<file path="config.mk">
export PLATFORM = sky130hd
export DESIGN_NAME = sccb_responder
export DESIGN_NICKNAME = d
export VERILOG_FILES = /design/src/rtl/sccb_pkg.sv /design/src/rtl/sccb_line_sync.sv /design/src/rtl/sccb_responder.sv
export SDC_FILE = /design/constraint.sdc
export NUM_CORES = 2
export LEC_CHECK = 0
export ABC_CLOCK_PERIOD_IN_PS = 3200
export CORE_MARGIN = 2
export CORE_UTILIZATION = 37
export CTS_CLUSTER_DIAMETER = 200
export DETAILED_ROUTE_END_ITERATION = 16
export GPL_TIMING_DRIVEN = 0
export HOLD_SLACK_MARGIN = 0.02
export PLACE_DENSITY = 0.47
export REMOVE_ABC_BUFFERS = 1
export SLEW_MARGIN = 20
export SYNTH_ARGS = -nofsm -noshare
export SYNTH_HDL_FRONTEND = slang
export SYNTH_SLANG_ARGS = --single-unit
</file>
<file path="constraint.sdc">
create_clock -name clk_in -period 3.2 [get_ports clk_in]
set_clock_uncertainty 0.05 [all_clocks]
set_input_delay 0.64 -clock clk_in [delete_from_list [all_inputs] [get_ports clk_in]]
set_output_delay 0.64 -clock clk_in [all_outputs]
set_load 0.03 [all_outputs]
</file>
<file path="src/rtl/sccb_pkg.sv">
// Shared types and constants for the SCCB responder (OV7670 register-port model).
package sccb_pkg;

  typedef enum logic [3:0] {
    StIdle,
    StDevId,
    StAckId,
    StSubAddr,
    StAckSub,
    StWrData,
    StAckData,
    StRdData,
    StRdNa,
    StWaitStop
  } sccb_state_e;

  localparam logic [6:0]  DefDevAddr = 7'h21;
  localparam int unsigned PhaseBits  = 9;
  localparam int unsigned BankDepth  = 256;

  localparam logic [7:0] PidAddr  = 8'h0A;
  localparam logic [7:0] PidVal   = 8'h76;
  localparam logic [7:0] VerAddr  = 8'h0B;
  localparam logic [7:0] VerVal   = 8'h73;
  localparam logic [7:0] Com7Addr = 8'h12;
  localparam logic [7:0] Com7Val  = 8'h00;

  function automatic logic [7:0] bank_reset_val(input logic [7:0] addr);
    case (addr)
      PidAddr:  return PidVal;
      VerAddr:  return VerVal;
      Com7Addr: return Com7Val;
      default:  return 8'h00;
    endcase
  endfunction

endpackage

</file>
<file path="src/rtl/sccb_line_sync.sv">
// Synchronizes SCL/SDA into clk_in and decodes SCL edges plus START/STOP conditions.
module sccb_line_sync #(
  parameter int unsigned SYNC_STAGES = 2
) (
  input  logic clk_in,
  input  logic rst,
  input  logic sccb_scl,
  input  logic sccb_sda_in,
  output logic scl_rise,
  output logic scl_fall,
  output logic start_det,
  output logic stop_det,
  output logic sda_s
);

  logic [SYNC_STAGES-1:0] scl_sync_q;
  logic [SYNC_STAGES-1:0] sda_sync_q;
  logic                   scl_prev_q;
  logic                   sda_prev_q;
  logic                   scl_s;

  // Lines idle high, so reset to 1 to avoid a spurious edge after reset.
  always_ff @(posedge clk_in or negedge rst) begin
    if (!rst) begin
      scl_sync_q <= '1;
      sda_sync_q <= '1;
      scl_prev_q <= 1'b1;
      sda_prev_q <= 1'b1;
    end else begin
      scl_sync_q <= {scl_sync_q[SYNC_STAGES-2:0], sccb_scl};
      sda_sync_q <= {sda_sync_q[SYNC_STAGES-2:0], sccb_sda_in};
      scl_prev_q <= scl_s;
      sda_prev_q <= sda_s;
    end
  end

  assign scl_s = scl_sync_q[SYNC_STAGES-1];
  assign sda_s = sda_sync_q[SYNC_STAGES-1];

  assign scl_rise = scl_s & ~scl_prev_q;
  assign scl_fall = ~scl_s & scl_prev_q;
  // Requiring SCL stable high suppresses START/STOP when both lines move together.
  assign start_det = scl_s & scl_prev_q & sda_prev_q & ~sda_s;
  assign stop_det  = scl_s & scl_prev_q & ~sda_prev_q & sda_s;

endmodule

</file>
<file path="src/rtl/sccb_responder.sv">
// SCCB slave modelling the OV7670 register port: 256x8 bank, 3-phase write, 2+2-phase read.
module sccb_responder
  import sccb_pkg::*;
#(
  parameter logic [6:0]  DEV_ADDR    = DefDevAddr,
  parameter int unsigned SYNC_STAGES = 2
) (
  input  logic       clk_in,
  input  logic       rst,
  input  logic       sccb_scl,
  input  logic       sccb_sda_in,
  output logic       sccb_sda_oe,
  output logic       wr_strobe,
  output logic [7:0] wr_addr,
  output logic [7:0] wr_data,
  output logic       busy
);

  localparam logic [3:0] LastBit  = 4'(PhaseBits - 2);
  localparam logic [3:0] ByteBits = 4'(PhaseBits - 1);

  logic scl_rise, scl_fall, start_det, stop_det, sda_s;

  sccb_line_sync #(
    .SYNC_STAGES(SYNC_STAGES)
  ) u_line_sync (
    .clk_in     (clk_in),
    .rst        (rst),
    .sccb_scl   (sccb_scl),
    .sccb_sda_in(sccb_sda_in),
    .scl_rise   (scl_rise),
    .scl_fall   (scl_fall),
    .start_det  (start_det),
    .stop_det   (stop_det),
    .sda_s      (sda_s)
  );

  sccb_state_e state_q, state_d;
  logic [3:0]  bit_cnt_q, bit_cnt_d;
  logic [6:0]  shift_q, shift_d;
  logic [7:0]  sub_addr_q, sub_addr_d;
  logic        rw_q, rw_d;
  logic        sda_oe_q, sda_oe_d;
  logic        wr_strobe_q, wr_strobe_d;
  logic [7:0]  wr_addr_q, wr_addr_d;
  logic [7:0]  wr_data_q, wr_data_d;
  logic [7:0]  bank_q [BankDepth];
  logic        bank_we;
  logic [7:0]  rx_byte;
  logic [7:0]  rd_byte;
  logic [2:0]  rd_idx;

  assign rx_byte = {shift_q, sda_s};
  assign rd_byte = bank_q[sub_addr_q];
  assign rd_idx  = 3'(4'd7 - bit_cnt_q);

  always_comb begin
    state_d     = state_q;
    bit_cnt_d   = bit_cnt_q;
    shift_d     = shift_q;
    sub_addr_d  = sub_addr_q;
    rw_d        = rw_q;
    sda_oe_d    = sda_oe_q;
    wr_strobe_d = 1'b0;
    wr_addr_d   = wr_addr_q;
    wr_data_d   = wr_data_q;
    bank_we     = 1'b0;

    if (stop_det) begin
      state_d   = StIdle;
      sda_oe_d  = 1'b0;
      bit_cnt_d = '0;
    end else if (start_det) begin
      state_d   = StDevId;
      sda_oe_d  = 1'b0;
      bit_cnt_d = '0;
    end else begin
      unique case (state_q)
        StDevId, StSubAddr, StWrData: begin
          if (scl_rise) begin
            shift_d   = rx_byte[6:0];
            bit_cnt_d = bit_cnt_q + 4'd1;
            if (bit_cnt_q == LastBit) begin
              bit_cnt_d = '0;
              if (state_q == StDevId) begin
                rw_d    = rx_byte[0];
                state_d = (rx_byte[7:1] == DEV_ADDR) ? StAckId : StWaitStop;
              end else if (state_q == StSubAddr) begin
                sub_addr_d = rx_byte;
                state_d    = StAckSub;
              end else begin
                bank_we     = 1'b1;
                wr_strobe_d = 1'b1;
                wr_addr_d   = sub_addr_q;
                wr_data_d   = rx_byte;
                state_d     = StAckData;
              end
            end
          end
        end
        // First SCL fall starts the ACK low, the second one ends the 9th bit.
        StAckId, StAckSub, StAckData: begin
          if (scl_fall) begin
            if (!sda_oe_q) begin
              sda_oe_d = 1'b1;
            end else begin
              sda_oe_d = 1'b0;
              if (state_q == StAckId) begin
                if (rw_q) begin
                  state_d  = StRdData;
                  sda_oe_d = ~rd_byte[7];
                end else begin
                  state_d = StSubAddr;
                end
              end else if (state_q == StAckSub) begin
                state_d = StWrData;
              end else begin
                state_d = StWaitStop;
              end
            end
          end
        end
        StRdData: begin
          if (scl_rise) begin
            bit_cnt_d = bit_cnt_q + 4'd1;
          end else if (scl_fall) begin
            if (bit_cnt_q == ByteBits) begin
              sda_oe_d  = 1'b0;
              bit_cnt_d = '0;
              state_d   = StRdNa;
            end else begin
              sda_oe_d = ~rd_byte[rd_idx];
            end
          end
        end
        StRdNa: begin
          if (scl_rise) state_d = StWaitStop;
        end
        StIdle, StWaitStop: ;
        default: state_d = StIdle;
      endcase
    end
  end

  always_ff @(posedge clk_in or negedge rst) begin
    if (!rst) begin
      state_q     <= StIdle;
      bit_cnt_q   <= '0;
      shift_q     <= '0;
      sub_addr_q  <= '0;
      rw_q        <= 1'b0;
      sda_oe_q    <= 1'b0;
      wr_strobe_q <= 1'b0;
      wr_addr_q   <= '0;
      wr_data_q   <= '0;
    end else begin
      state_q     <= state_d;
      bit_cnt_q   <= bit_cnt_d;
      shift_q     <= shift_d;
      sub_addr_q  <= sub_addr_d;
      rw_q        <= rw_d;
      sda_oe_q    <= sda_oe_d;
      wr_strobe_q <= wr_strobe_d;
      wr_addr_q   <= wr_addr_d;
      wr_data_q   <= wr_data_d;
    end
  end

  always_ff @(posedge clk_in or negedge rst) begin
    if (!rst) begin
      for (int i = 0; i < BankDepth; i++) begin
        bank_q[i] <= bank_reset_val(8'(i));
      end
    end else if (bank_we) begin
      bank_q[sub_addr_q] <= rx_byte;
    end
  end

  assign sccb_sda_oe = sda_oe_q;
  assign wr_strobe   = wr_strobe_q;
  assign wr_addr     = wr_addr_q;
  assign wr_data     = wr_data_q;
  assign busy        = (state_q != StIdle);

endmodule

</file>
# Word level (Yosys, flattened, before mapping)
# Cells that the tools add are included.
[op_classes]
add_sub_neg = 2
n_lt_le_gt_ge = 3
eq_ne = 23
muxes = 50
n_bitwise = 18
reduce_logical = 15
[op_table]
columns = ["cell", "count"]
rows = [
  ["$bwmux 2048", 1],
  ["$mux 4", 21],
  ["$bmux 8 s8", 1],
  ["$demux 8 s8", 1],
  ["$ne 4x4->1 const B", 8],
  ["$mux 8", 3],
  ["$eq 4x3->1 const B", 5],
  ["$pmux 4 s5", 1],
  ["$mux 1", 17],
  ["$reduce_and 7->1", 2],
  ["$eq 4x4->1 const B", 3],
  ["$reduce_and 4->1", 3],
  ["$reduce_bool 4->1", 3],
  ["$ne 5x5->1 const B", 2],
  ["$not 1->1", 10],
  ["$ge 9x9->1 const B", 1],
  ["$lt 9x1->1 const B", 1],
  ["$not 8->9", 1],
  ["$reduce_and 9->1", 1],
  ["$eq 4x2->1 const B", 2],
  ["$pmux 4 s2", 1],
  ["$and 1x1->1", 7],
  ["$eq 7x6->1 const B", 1],
  ["$reduce_and 6->1", 1],
  ["13 further kinds", 14],
]
[totals]
ff_bits = 2096
inputBits = 4
output_inout_bits = 19
word_cells = 380

# Logic depth before layout (Yosys ltp)
[depth]
ltp_word = 13
ltp_mapped = 15
ltp_nobuf = 11

# By module
# Synthesis repeated with hierarchy kept, for this count alone.
[hier_totals]
cells_unflattened = 6250
hier_area_um2 = 96237.3
[modules_own_cells]
columns = ["module", "n_inst", "cells_per_inst", "area_each_um2"]
rows = [
  ["sccb_responder", 1, 6240, 96047.1],
  ["sccb_line_sync", 1, 10, 190.2],
]

# Least setup slack after synthesis
# Ideal clock, no wire load.
[synth_path]
kind = "register -> register"
startpoint = "reg u_line_sync.sda_sync_q[1]"
endpoint = "reg bank_q[1120] in the netlist's numbering"
arrival_ps = 2781
required_ps = 3025
slack_ps = 245
stages_incl_launch_ff = 11
n_path_buf = 3
period_less_slack_ps = 2955
path_cell_list = "dfstp_2 -> clkbuf_1 -> xor2_1 -> nand2_1 -> nand4_1 -> nor3_4 -> buf_4 -> nand4_4 -> buf_4 -> nor2_4 -> mux2_2"
[synth_between]
elab_chain_cells = 4
elab_cells_between_ends = 6
cone_classes = "mux (3); bitwise (3)"
[synth_rtl]
columns = ["item", "line_no", "text"]
rows = [
  ["start: declaration", "sccb_line_sync.sv:17", "logic [SYNC_STAGES-1:0] sda_sync_q;"],
  ["start signal: assignment", "sccb_line_sync.sv:31", "sda_sync_q <= {sda_sync_q[SYNC_STAGES-2:0], sccb_sda_in};"],
  ["$not 1->1", "sccb_line_sync.sv:43", "assign start_det = scl_s & scl_prev_q & sda_prev_q & ~sda_s;"],
  ["$and 1x1->1", "sccb_line_sync.sv:43", ""],
  ["$mux 1", "sccb_responder.sv:73", "end else if (start_det) begin"],
  ["$mux 1", "sccb_responder.sv:69", "if (stop_det) begin"],
  ["end signal: indexed assignment", "sccb_responder.sv:172", "bank_q[i] <= bank_reset_val(8'(i));"],
  ["end signal: indexed assignment", "sccb_responder.sv:175", "bank_q[sub_addr_q] <= rx_byte;"],
  ["end: declaration", "sccb_responder.sv:47", "logic [7:0] bank_q [BankDepth];"],
]
# Several ways; a longest one is shown, not always the timed one.
# A chain may end at the register's enable or synchronous reset.

# Worst setup path after layout
[layout_path]
startpoint = "reg sub_addr_q[4]"
endpoint = "reg sda_oe_q, in the netlist sccb_sda_oe"
[layout_between]
elab_chain_cells = 13
elab_cells_between_ends = 18
cone_classes = "mux (15); bitwise (3)"
[layout_rtl]
columns = ["item", "line_no", "text"]
rows = [
  ["start: declaration", "sccb_responder.sv:41", "logic [7:0] sub_addr_q, sub_addr_d;"],
  ["start signal: assignment", "sccb_responder.sv:160", "sub_addr_q <= sub_addr_d;"],
  ["$not 8->9 (not written as such) (*)", "sccb_responder.sv:54", "assign rd_byte = bank_q[sub_addr_q];"],
  ["$bmux 8 s8 (*)", "sccb_responder.sv:54", ""],
  ["$mux 8 (not written as such) (*) (2 in a row)", "sccb_responder.sv:54", ""],
  ["$bmux 1 s3", "sccb_responder.sv:132", "sda_oe_d = ~rd_byte[rd_idx];"],
  ["$mux 1 (not written as such)", "sccb_responder.sv:132", ""],
  ["$not 1->1", "sccb_responder.sv:132", ""],
  ["$mux 1", "sccb_responder.sv:127", "if (bit_cnt_q == ByteBits) begin"],
  ["$mux 1", "sccb_responder.sv:126", "end else if (scl_fall) begin"],
  ["$mux 1", "sccb_responder.sv:124", "if (scl_rise) begin"],
  ["$pmux 1 s2 (*)", "sccb_responder.sv:78", "unique case (state_q)"],
  ["$mux 1 (*)", "sccb_responder.sv:73", ""],
  ["$mux 1 (*)", "sccb_responder.sv:69", ""],
  ["end signal: assignment", "sccb_responder.sv:162", "sda_oe_q <= sda_oe_d;"],
  ["end: declaration", "sccb_responder.sv:43", "logic sda_oe_q, sda_oe_d;"],
]
# Mark *: on every way between the ends. The rest lies on a longest branch, timed or not. The select of a mux whose other input is x is not followed.

==> run_results.csv <==
group,metric,value,unit
status,status,"finished with violations",
status,violations,"negative hold slack, negative setup slack",
min_path,hold_class,"in2async",
placed_design,dp_hpwl,212000,µm
power,power.switching,16790,µW
timing,rsz0062_at_grt,"true",
clocking,clkTransAtPathRegs,0.06,ns
synth,synthXorXnorAreaFrac,0.009133,%
clocking,clk_latency,0.90,ns
timing,drv_slew,0,
floorplanning,io_pins,23,
synth,synthTopCellsByArea,"dfrtp_1, mux2_2, mux4_2, mux2i_1, clkbuf_1",
route,routed_wl,334400,µm
synth,syn-cell-area,0.09589,mm²
final_layout,nets,6459,
worst_setup_path,critical_path_required,3.92,ns
synth,synth_cells,6295,
power,power.density,527.9,mW/mm²
synth,synth_top_area_share,54.28,%
timing,worstMarginPinSlew,1.014,ns
worst_setup_path,rrSetupSlack,-0.84,ns
placed_design,dp_cells,9399,
timing,fmax,0.2474,GHz
placed_design,place.gp.congestion,0.8126,
final_layout,fillerInstances,22759,
synth,synth_compound_area_share,2.767,%
clocking,root_buffer,"clkbuf_16",
floorplanning,die_w,513.1,µm
final_layout,final_cell_mix,"mux2_2, dfrtp_1, mux4_2",
timing,finalSetupViolCount,12,
synth,synth_fa_ha_area_share,0.06524,%
placed_design,portBuffers,22,
power,switching_share,27.67,%
global_route,grt_pass1_vias,60095,
floorplanning,start_util,37.26,%
timing,fin_crit,4.042,ns
synth,synth_largest_area_cell,"dfrtp_1",
synth,muxShareOfSynthArea,36.86,%
timing,whs,-0.3295,ns
synth,ys_types,79,
synth,syn_area_per_cell,15.23,µm²
global_route,antenna_found_initial,15,
clocking,cts_max_level,4,
synth,synth_top_family_by_area,"multiplexers",
clocking,cts_made_buffers,232,
power,p_comb_share,10.3,%
synth,ys_warn_count,0,
clocking,cts_sinks,2096,
worst_setup_path,r2r-start,"sub_addr_q[4]",
power,pwr-share-clk,44.8,%
route,drc,0,
clocking,clk_path_buf_depth,3,
floorplanning,die_h,513.1,µm
route,wl_per_cell,33.32,µm
synth,synth_seq_area_share,54.72,%
worst_setup_path,path_class,"reg2reg",
final_layout,instances_no_fill,10035,
route,via_count,58263,
route,drt-initial-drc-count,4157,
synth,synth-edff-count,0,
global_route,grt_pass1_wl,477000,µm
synth,synthFlopType,"dfrtp_1",
timing,hold_viol,111,
final_layout,area_growth,19.85,%
timing,setup_slack,-0.8418,ns
timing,fin_crit_sh,126.3,%
synth,synthSimpleGateAreaFrac,3.279,%
final_layout,final_layout_size_suffix_gt1_share,54.98,%
route,ant_nets,0,
route,firstDrtPassIters,5,
global_route,grtUsageTotal,25.28,%
job,maxCapViolations,0,
final_layout,final_common_cell,"mux2_2",
worst_setup_path,worst_setup_path_end_kind,"register",
timing,slew_headroom,32.39,%
worst_setup_path,rr_worst_depth,10,
worst_setup_path,cp_data_arrival_time,4.76,ns
synth,ys_ff_latch,2096,
floorplanning,core-area,0.2574,mm²
global_route,grt_overflow,0,
power,internal-power,43890,µW
floorplanning,num_rows,186,
clocking,tritoncts,"built",
floorplanning,dieArea,0.2633,mm²
worst_setup_path,setup.worst_path.start_class,"register",
power,seqPwrFrac,44.9,%
power,p_leak,0.05384,µW
route,drt-vias-per-instance,5.806,
power,vdd_drop_max,1.195,mV
synth,ys_async_sr_fraction,100.0,%
worst_setup_path,path_max_fanout,32,
global_route,grt_max_degree,145,
worst_setup_path,r2r_end,"sccb_sda_oe",
==> flip-flops by register name, summed over array words and instances, names as in the netlist <==
signal,cells
shift_q,7
bank_q,2048
u_line_sync.sda_prev_q,1
rw_q,1
u_line_sync.scl_sync_q,2
u_line_sync.sda_sync_q,2
sccb_sda_oe,1
wr_strobe,1
wr_addr,8
state_q,4
wr_data,8
u_line_sync.scl_prev_q,1
sub_addr_q,8
bit_cnt_q,4
==> area by class of cell <==
type	instances	area, µm²	area share, %
Inverter	10	81.33	0.07076
Antenna cell	7	17.52	0.01524
Timing Repair Buffer	411	7203	6.267
Clock inverter	52	608.1	0.5291
Multi-Input combinational cell	3699	43140	37.54
Clock buffer	376	7109	6.186
Tap cell	3384	4234	3.684
Sequential cell	2096	52530	45.71
==> stage by stage <==
step	utilization, %	setup WS [ns]	instance area [µm²]	TNS [ns]	power (µW)
2_1_floorplan	-	-25.41	93730	-	29310
3_3_place_gp	38.14	-96.94	98180	-	29760
3_5_place_dp	39.85	-2.206	102600	-3460.49	33900
4_1_cts	44.48	-0.6190	114500	-84.36	61290
5_1_grt	44.65	-0.7610	114900	-3.344	62920
6_report	44.65	-0.8418	114900	-1.214	60670
==> critical path, cell delays in order, from the launching register on <==
cell and delay (ns):
dfrtp_4 0.65, buf_12 0.29, nand4b_1 0.75, nor2_4 0.55, a22oi_1 0.25, o22ai_1 0.78
a2111oi_2 0.09, nand3_1 0.13, o21ai_0 0.13, o22ai_2 0.12, a31oi_1 0.10
==> per-layer routing <==
metal,wire length [µm],part of all wire [%],global-route usage (%)
met4,10370,3.1,7.186
met2,154600,46,39.42
met1,154400,46,36.65
met3,15000,4.5,3.692
met5,67,0.020,0
==> timing repair <==
item                                    in CTS  in global routing
hold endpoints to repair                   111                111
endpoints found under the setup margin    2347               2085
cloned                                      34                  8
resized for setup                          388                 25
pin swaps                                   48                 10
setup buffers                              140                 21
==> cells in the mapped netlist (6+ instances only) <==
cell type / count
a311oi_1: 6
buf_6: 10
a221oi_1: 24
mux2i_1: 170
a22o_1: 11
mux4_2: 452
inv_1: 7
nand2_2: 15
and3_1: 9
mux2_2: 2065
o211ai_1: 19
a211oi_1: 11
nor2_1: 64
nor4_1: 7
o22ai_1: 9
nand3_1: 72
nor2_4: 20
nand4_1: 22
o2111ai_1: 8
a31oi_1: 15
dfstp_2: 16
a22oi_1: 122
a21oi_1: 60
a32oi_1: 7
clkbuf_1: 332
o21ai_0: 34
nor3_1: 10
dfrtp_1: 2080
buf_4: 45
mux2_1: 19
nand2b_1: 12
nor2_2: 38
buf_2: 67
nor2b_1: 11
a2111oi_0: 6
nand2_1: 284
buf_1: 36
==> worst max-delay path by stage <==
stage / start / slack, ns / depth (start not counted) / to
after CTS: sub_addr_q[0] / -0.62 / 13 / sccb_sda_oe
after floorplan: sub_addr_q[0] / -25.41 / 3 / bank_q[257]
after detailed placement: sub_addr_q[1] / -2.21 / 12 / sccb_sda_oe
after global placement: rst / -96.94 / 1 / bank_q[882]
after global routing: sub_addr_q[0] / -0.76 / 13 / sccb_sda_oe
final: sub_addr_q[4] / -0.84 / 10 / sccb_sda_oe
==> power by group through the flow <==
stage | Clock (µW) | Combinational [µW] | Sequential (µW)
after floorplan | 0 | 525 | 28800
after global placement | 0 | 717 | 29000
after detailed placement | 0 | 6150 | 27700
after CTS | 27800 | 6250 | 27300
after global routing | 28900 | 6720 | 27300
final | 27200 | 6270 | 27200
==> cell families after synthesis <==
logic type	Yosys count
muxes	2706
DFF	2096
and+or+nand+nor	616
buffers and inverters	500
AOI/OAI and AO/OA	371
adders and majority gates	5
xor gates and xnor gates	1
Power figures use the tool's default switching activity.
